$ cat config.mk
export PLATFORM = sky130hd
export DESIGN_NAME = parking_lcd_text
export DESIGN_NICKNAME = d
export VERILOG_FILES = /design/src/rtl/parking_lcd_text.sv
export SDC_FILE = /design/constraint.sdc
export NUM_CORES = 1
export LEC_CHECK = 0
export CAP_MARGIN = 0
export CORE_ASPECT_RATIO = 0.5
export CORE_MARGIN = 1
export CORE_UTILIZATION = 35
export CTS_BUF_LIST = sky130_fd_sc_hd__clkbuf_4 sky130_fd_sc_hd__clkbuf_8
export CTS_CLUSTER_SIZE = 40
export DETAILED_ROUTE_END_ITERATION = 16
export GPL_TIMING_DRIVEN = 0
export PLACE_DENSITY = 0.67
export SLEW_MARGIN = 10
export SYNTH_ARGS = -nofsm -noshare
export SYNTH_HDL_FRONTEND = slang
export SYNTH_SLANG_ARGS = --single-unit
$ cat constraint.sdc
create_clock -name iCLK -period 4.7 [get_ports iCLK]
set_input_delay 0.94 -clock iCLK [delete_from_list [all_inputs] [get_ports iCLK]]
set_output_delay 0.94 -clock iCLK [all_outputs]
set_load 0.005 [all_outputs]
$ cat src/rtl/parking_lcd_text.sv
// Character formatter for the parking LCD: free-space count and
// timed event messages on two 16-character lines.
module parking_lcd_text #(
    parameter int HOLD_CYCLES = 50_000_000
) (
    input  logic         iCLK,
    input  logic         iRST_N,
    input  logic [6:0]   iFREE,
    input  logic         iCAR_IN,
    input  logic         iCAR_OUT,
    input  logic         iDENIED,
    output logic [127:0] line1,
    output logic [127:0] line2,
    output logic         oBUSY
);

    localparam int TW = (HOLD_CYCLES > 2) ? $clog2(HOLD_CYCLES) : 1;
    localparam logic [TW-1:0] HOLD_LAST = TW'(HOLD_CYCLES - 1);

    localparam logic [103:0] L1_PREFIX = "FREE SPACES: ";
    localparam logic [127:0] L1_RST    = "FREE SPACES: ---";
    localparam logic [127:0] L2_RST    = "STATUS: INIT    ";
    localparam logic [127:0] L2_OPEN   = "STATUS: OPEN    ";
    localparam logic [127:0] L2_FULL   = "STATUS: FULL    ";
    localparam logic [127:0] MSG_IN    = "CAR ENTERED     ";
    localparam logic [127:0] MSG_OUT   = "CAR EXITED      ";
    localparam logic [127:0] MSG_DEN   = "ENTRY DENIED    ";

    typedef enum logic [1:0] {CIDLE, SHIFT, LOAD} conv_e;
    typedef enum logic {STATUS, EVENT} disp_e;

    conv_e          conv_q, conv_d;
    disp_e          disp_q, disp_d;
    logic [6:0]     cap_q, cap_d;
    logic [6:0]     bin_q, bin_d;
    logic [11:0]    bcd_q, bcd_d;
    logic [2:0]     cnt_q, cnt_d;
    logic [6:0]     last_free_q, last_free_d;
    logic           conv_valid_q, conv_valid_d;
    logic [TW-1:0]  timer_q, timer_d;
    logic [127:0]   line1_q, line1_d;
    logic [127:0]   line2_q, line2_d;

    logic [11:0]    adj;
    logic           load;
    logic [7:0]     c_h, c_t, c_u;

    function automatic logic [3:0] dab(input logic [3:0] n);
        return (n >= 4'd5) ? n + 4'd3 : n;
    endfunction

    function automatic logic [127:0] status_txt(input logic [6:0] v);
        return (v != 7'd0) ? L2_OPEN : L2_FULL;
    endfunction

    // Leading zeros blank to space; units digit always shown.
    always_comb begin
        c_u = {4'h3, bcd_q[3:0]};
        c_t = {4'h3, bcd_q[7:4]};
        c_h = {4'h3, bcd_q[11:8]};
        if (bcd_q[11:8] == 4'd0) begin
            c_h = 8'h20;
            if (bcd_q[7:4] == 4'd0) c_t = 8'h20;
        end
    end

    always_comb begin
        conv_d       = conv_q;
        cap_d        = cap_q;
        bin_d        = bin_q;
        bcd_d        = bcd_q;
        cnt_d        = cnt_q;
        last_free_d  = last_free_q;
        conv_valid_d = conv_valid_q;
        line1_d      = line1_q;
        adj          = '0;
        load         = 1'b0;

        unique case (conv_q)
            CIDLE: begin
                if (!conv_valid_q || iFREE != last_free_q) begin
                    cap_d  = iFREE;
                    bin_d  = iFREE;
                    bcd_d  = '0;
                    cnt_d  = '0;
                    conv_d = SHIFT;
                end
            end
            SHIFT: begin
                adj = {dab(bcd_q[11:8]), dab(bcd_q[7:4]), dab(bcd_q[3:0])};
                bcd_d = {adj[10:0], bin_q[6]};
                bin_d = {bin_q[5:0], 1'b0};
                cnt_d = cnt_q + 3'd1;
                if (cnt_q == 3'd6) conv_d = LOAD;
            end
            LOAD: begin
                line1_d      = {L1_PREFIX, c_h, c_t, c_u};
                last_free_d  = cap_q;
                conv_valid_d = 1'b1;
                load         = 1'b1;
                conv_d       = CIDLE;
            end
            default: conv_d = CIDLE;
        endcase
    end

    // Event pulses take line2 over from any state, even a same-edge load.
    always_comb begin
        disp_d  = disp_q;
        timer_d = timer_q;
        line2_d = line2_q;

        if (iDENIED) begin
            line2_d = MSG_DEN;
            timer_d = '0;
            disp_d  = EVENT;
        end else if (iCAR_IN) begin
            line2_d = MSG_IN;
            timer_d = '0;
            disp_d  = EVENT;
        end else if (iCAR_OUT) begin
            line2_d = MSG_OUT;
            timer_d = '0;
            disp_d  = EVENT;
        end else begin
            unique case (disp_q)
                STATUS: begin
                    if (load) line2_d = status_txt(cap_q);
                end
                EVENT: begin
                    timer_d = timer_q + TW'(1);
                    if (timer_q == HOLD_LAST) begin
                        timer_d = '0;
                        disp_d  = STATUS;
                        line2_d = status_txt(last_free_d);
                    end
                end
            endcase
        end
    end

    always_ff @(posedge iCLK or negedge iRST_N) begin
        if (!iRST_N) begin
            conv_q       <= CIDLE;
            disp_q       <= STATUS;
            cap_q        <= '0;
            bin_q        <= '0;
            bcd_q        <= '0;
            cnt_q        <= '0;
            last_free_q  <= '0;
            conv_valid_q <= 1'b0;
            timer_q      <= '0;
            line1_q      <= L1_RST;
            line2_q      <= L2_RST;
        end else begin
            conv_q       <= conv_d;
            disp_q       <= disp_d;
            cap_q        <= cap_d;
            bin_q        <= bin_d;
            bcd_q        <= bcd_d;
            cnt_q        <= cnt_d;
            last_free_q  <= last_free_d;
            conv_valid_q <= conv_valid_d;
            timer_q      <= timer_d;
            line1_q      <= line1_d;
            line2_q      <= line2_d;
        end
    end

    assign line1 = line1_q;
    assign line2 = line2_q;
    assign oBUSY = (conv_q != CIDLE);

endmodule

# Word level (Yosys, flattened, before mapping)
# Index checks and enable logic that the tools add are counted.
[classes]
n_bitwise = 1
n_div = 0
mul = 0
mux = 35
n_shift = 0
order_cmp = 3
reduce_logical = 14
eq_ne = 9
addsub = 5
[ops]
columns = ["op", "count"]
rows = [
  ["$mux W128", 5],
  ["$pmux W128 S2", 1],
  ["$mux W26", 5],
  ["$mux W60", 2],
  ["$add A26 B1 Y26 const B", 1],
  ["$eq A26 B26 Y1 const B", 1],
  ["$pmux W12 S2", 1],
  ["$mux W5", 3],
  ["$mux W7", 2],
  ["$pmux W7 S2", 1],
  ["$reduce_bool A7 Y1", 2],
  ["$ge A4 B3 Y1 const B", 3],
  ["$mux W12", 1],
  ["$add A4 B2 Y4 const B", 2],
  ["$logic_not A4 Y1", 2],
  ["$mux W4", 2],
  ["$reduce_and A2 Y1", 4],
  ["$ne A7 B7 Y1", 1],
  ["$mux W1", 6],
  ["$mux W3", 2],
  ["$pmux W3 S2", 1],
  ["$ne A5 B4 Y1 const B", 1],
  ["$ne A5 B5 Y1 const B", 1],
  ["$mux W2", 2],
  ["other kinds (13)", 15],
]
[totals]
ram_bits = 0
rom_bits = 0
memories = 0
register_bits = 215
latch_bits = 0

# Depth between registers and ports, before layout
[depth]
word_depth = 9
depth_mapped = 7
mapped_depth_nobuf = 7

# Worst setup path before layout
# Ideal clock, no wire load.
[synth_path]
path_type = "in2reg"
startpoint = "in iCAR_OUT"
endpoint = "reg line2_q[48] (netlist: line2[48])"
cell_stages = 4
setup_ns = 0.125
path_buffers = 1
slack_ns = 2.448
arrival_ns = 2.127
required_time_ns = 4.575
path_cell_list = "clkbuf_1 nor3_1 nand2_1 mux2_2"
[synth_between]
elab_chain_cells = 3
elab_cells_between_ends = 6
cone_classes = "eq/ne: 2; mux: 3; reduce/logical: 1"
[synth_rtl]
columns = ["element", "line_no", "source"]
rows = [
  ["start: declaration", "10", "input logic iCAR_OUT,"],
  ["$mux W128", "121", "end else if (iCAR_OUT) begin"],
  ["$mux W128", "117", "end else if (iCAR_IN) begin"],
  ["$mux W128", "113", "if (iDENIED) begin"],
  ["end signal: assignment", "166", "line2_q <= line2_d;"],
  ["end: declaration", "42", "logic [127:0] line2_q, line2_d;"],
]
# Parallel ways exist; a longest one is shown, timed or not.
# A chain may end at the register's enable or synchronous reset.

# Final worst setup path
[layout_path]
startpoint = "in iCAR_IN"
endpoint = "reg timer_q[0]"
[layout_between]
elab_chain_cells = 2
elab_cells_between_ends = 3
cone_classes = "mux: 2; reduce/logical: 1"
[layout_rtl]
columns = ["element", "line_no", "source"]
rows = [
  ["start: declaration", "9", "input logic iCAR_IN,"],
  ["$mux W26", "117", ""],
  ["$mux W26", "113", ""],
  ["end signal: assignment", "164", "timer_q <= timer_d;"],
  ["end: declaration", "40", "logic [TW-1:0] timer_q, timer_d;"],
]
# Parallel ways exist; a longest one is shown, timed or not.

==> impl_metrics.yaml <==
timing:
  finalSetupViolCount: 0
  slew_viol_final: 0
  finClkSkew_ps: 13.0
  tightest_slew_ps: 926
  rsz0062_at_grt: "false"
  min_period_over_period_pct: 60.4
  finalSetupTns_ps: 0
  setup_slack_ps: 1860
  hold_violations: 0
  maxSlewHeadroom_pct: 37.8
  max_freq_ghz: 0.352
  min_period_ps: 2840
worst_setup_path:
  worstSetupPathType: "primary input to flip-flop"
  cp-end-kind: "flip-flop"
  worstPathArrival_ps: 3090
  path_max_fanout: 10
  reg2regPathDepth: 6
  cp-startpoint: "iCAR_IN"
  reg2reg_to: "timer_q[25]"
  start_kind: "primary input"
  rrSetupSlack_ps: 2210
  reg2reg_from: "timer_q[0]"
  required_ps: 4950
clock_tree:
  clock_path_buffers: 2
  cts_root_buf: "clkbuf_8"
  clock_latency_ps: 380
  cts_setup_buffers: 0
  cts_tree: "built"
  cts_buffers: 9
  cts_hold_buf: 0
  clk_pin_slew_ps: 100
  cts_sinks: 103
  htreeDepth: 3
  cts.repair.resized: 0
routing:
  drtAntennaViolNets: 0
  vias: 5196
  viasPerCell: 4.17
  wl_um: 14600
  drtPass1Iterations: 4
  wl_per_cell_um: 11.7
  drt_iter0_drc: 265
  drc: 0
placed_design:
  placed_area_sq_um: 8500
  gp_congestion: 0.882
  dp.cells: 1229
  dp_slack_ps: 1500
  place_hpwl_um: 11200
  portBuffers: 86
grt:
  grt_pass1_vias: 4579
  grt_pass1_wl_um: 23300
  grt_usage_pct: 14.8
  antenna_found_initial: 0
  grt_start_max_net_pins: 65
  grt_overflow: 0
die:
  die_w_um: 196
  io_pins: 269
  die-height_um: 99.2
  rows: 35
  start_util_pct: 35.9
  core_area_sq_um: 18400
  die_area_sq_um: 19500
synthesis:
  synth_edf_count: 0
  yosysMostFrequentCell: "buf_4"
  yosysTopAreaCell: "dfrtp_1"
  synth_top_area_share_pct: 31.0
  synth_compound_area_share_pct: 11.3
  synth_top_family_by_area: "buffers and inverters"
  syn_inst: 704
  synth_seq_cells: 103
  ys_seq_area_share_pct: 39.3
  synthMuxAreaShare_pct: 2.70
  synth_area_sq_um: 6620
  synth-async-reset-ratio_pct: 100
  synth_fa_ha_area_share_pct: 1.70
  syn_area_per_cell_sq_um: 9.40
  ys_top_cells_by_area: "dfrtp_1, buf_4, dfstp_2"
  synth_xor_area_share_pct: 2.38
  synthSimpleGateAreaFrac_pct: 14.7
  ys_dominant_reg_cell: "dfrtp_1"
  ys.warnings.count: 0
  synth_common_cells: "buf_4, dfrtp_1, nand2_1"
  yosysUniqueCellTypes: 63
job:
  drv_cap: 0
layout:
  drive_gt1_share_pct: 29.2
  area_delta_synth_final_pct: 31.3
  fin_util_pct: 47.1
  fin_area_sq_um: 8690
  fillers: 1748
  multi_input_area_sq_um: 2850
  final-instance-count-excl-fill: 1245
  num_antenna_cells: 0
  fin_nets: 1002
  seqCellArea_sq_um: 2600
power:
  peakVddDrop_mv: 0.196
  leakage_uw: 0.00426
  powerDensity_nw_per_um2: 331
run_status:
  status: "finished, final reports clean"
min_path:
  hold_class: "primary input to async pin"
[through the flow]
stage               power (uW)  hold slack, ps
floorplan                 1970             440
global placement          2310             460
detailed placement        2350             468
CTS                       2890             461
global route              3080             466
finish                    2880             452
[worst max-delay path by stage]
stage                       end  cells past startpoint  slack (ps)
floorplan             line2[48]                      4        2450
CTS                  timer_q[4]                      6        1900
detailed placement   timer_q[0]                      6        1500
global route         timer_q[1]                      6        1690
finish               timer_q[0]                      6        1860
global placement    timer_q[16]                      1       -1180
[layer usage]
| layer | part of all wire [%] | routed length, um | vias up | GRT usage (%) |
|---|---|---|---|---|
| met5 | 0 | 0 | - | 0 |
| met2 | 49 | 7100 | 183 | 25.0 |
| li1 | - | - | 2566 | - |
| met3 | 6.2 | 903 | 18 | 3.09 |
| met4 | 1.4 | 197 | 0 | 4.51 |
| met1 | 44 | 6380 | 2429 | 19.0 |
[logic make-up (layout without fill, tap and decap cells)]
group	Yosys count	count (layout)
XOR/XNOR	18	18
buffers and inverters	270	373
AND/OR/NAND/NOR	178	178
other	2	181
AO/OA/AOI/OAI	108	108
adder cells (fa/ha/maj)	9	9
flip-flops	103	103
multiplexers	16	16
[state kept, by name (all words and copies together) (netlist names)]
signal / flops
cap_q: 7
disp_q: 1
conv_q: 2
cnt_q: 3
bcd_q: 12
line1: 15
line2: 23
last_free_q: 7
bin_q: 7
timer_q: 26
[power breakdown]
part,switching (uW),internal (uW),total [uW]
Combinational,486,560,1050
Sequential,168,1120,1290
Clock,325,218,544
[placed cells by master, fill, tap and decap left out, types with 3 or more instances in the layout]
master	instances
buf_4	219
conb_1	181
clkdlybuf4s50_1	85
dfrtp_1	82
nand2_1	36
nor2_1	31
o21ai_0	30
nand3_1	28
inv_1	23
clkbuf_1	22
dfstp_2	21
a21oi_1	18
mux2_2	15
xnor2_1	13
nor3_1	12
a21o_1	10
clkbuf_8	10
and3_1	9
nor4_1	9
ha_1	9
nor4b_1	8
nand4_1	7
a221o_1	7
nand2b_1	6
xor2_1	5
or3_1	5
a31o_2	5
o21a_1	5
o31ai_1	4
a31oi_1	4
and2_1	4
buf_1	3
or4_1	3
nor3b_1	3
a22o_1	3
nor2b_1	3
a211o_1	3
a2bb2oi_1	3
[area by class of cell]
class | count | share of cell area, %
Multi-Input combinational cell | 510 | 32.8
Sequential cell | 103 | 30.0
Buffer | 246 | 20.1
Timing Repair Buffer | 87 | 10.2
Tap cell | 259 | 3.73
Clock buffer | 11 | 1.67
Inverter | 24 | 1.04
Clock inverter | 5 | 0.461
[critical path: stages]
cell,delay [ps]
clkdlybuf4s50_1,560
nor2_1,170
nand2_1,320
clkbuf_1,500
buf_1,490
nor2_1,110
Power figures use the tool's default switching activity.
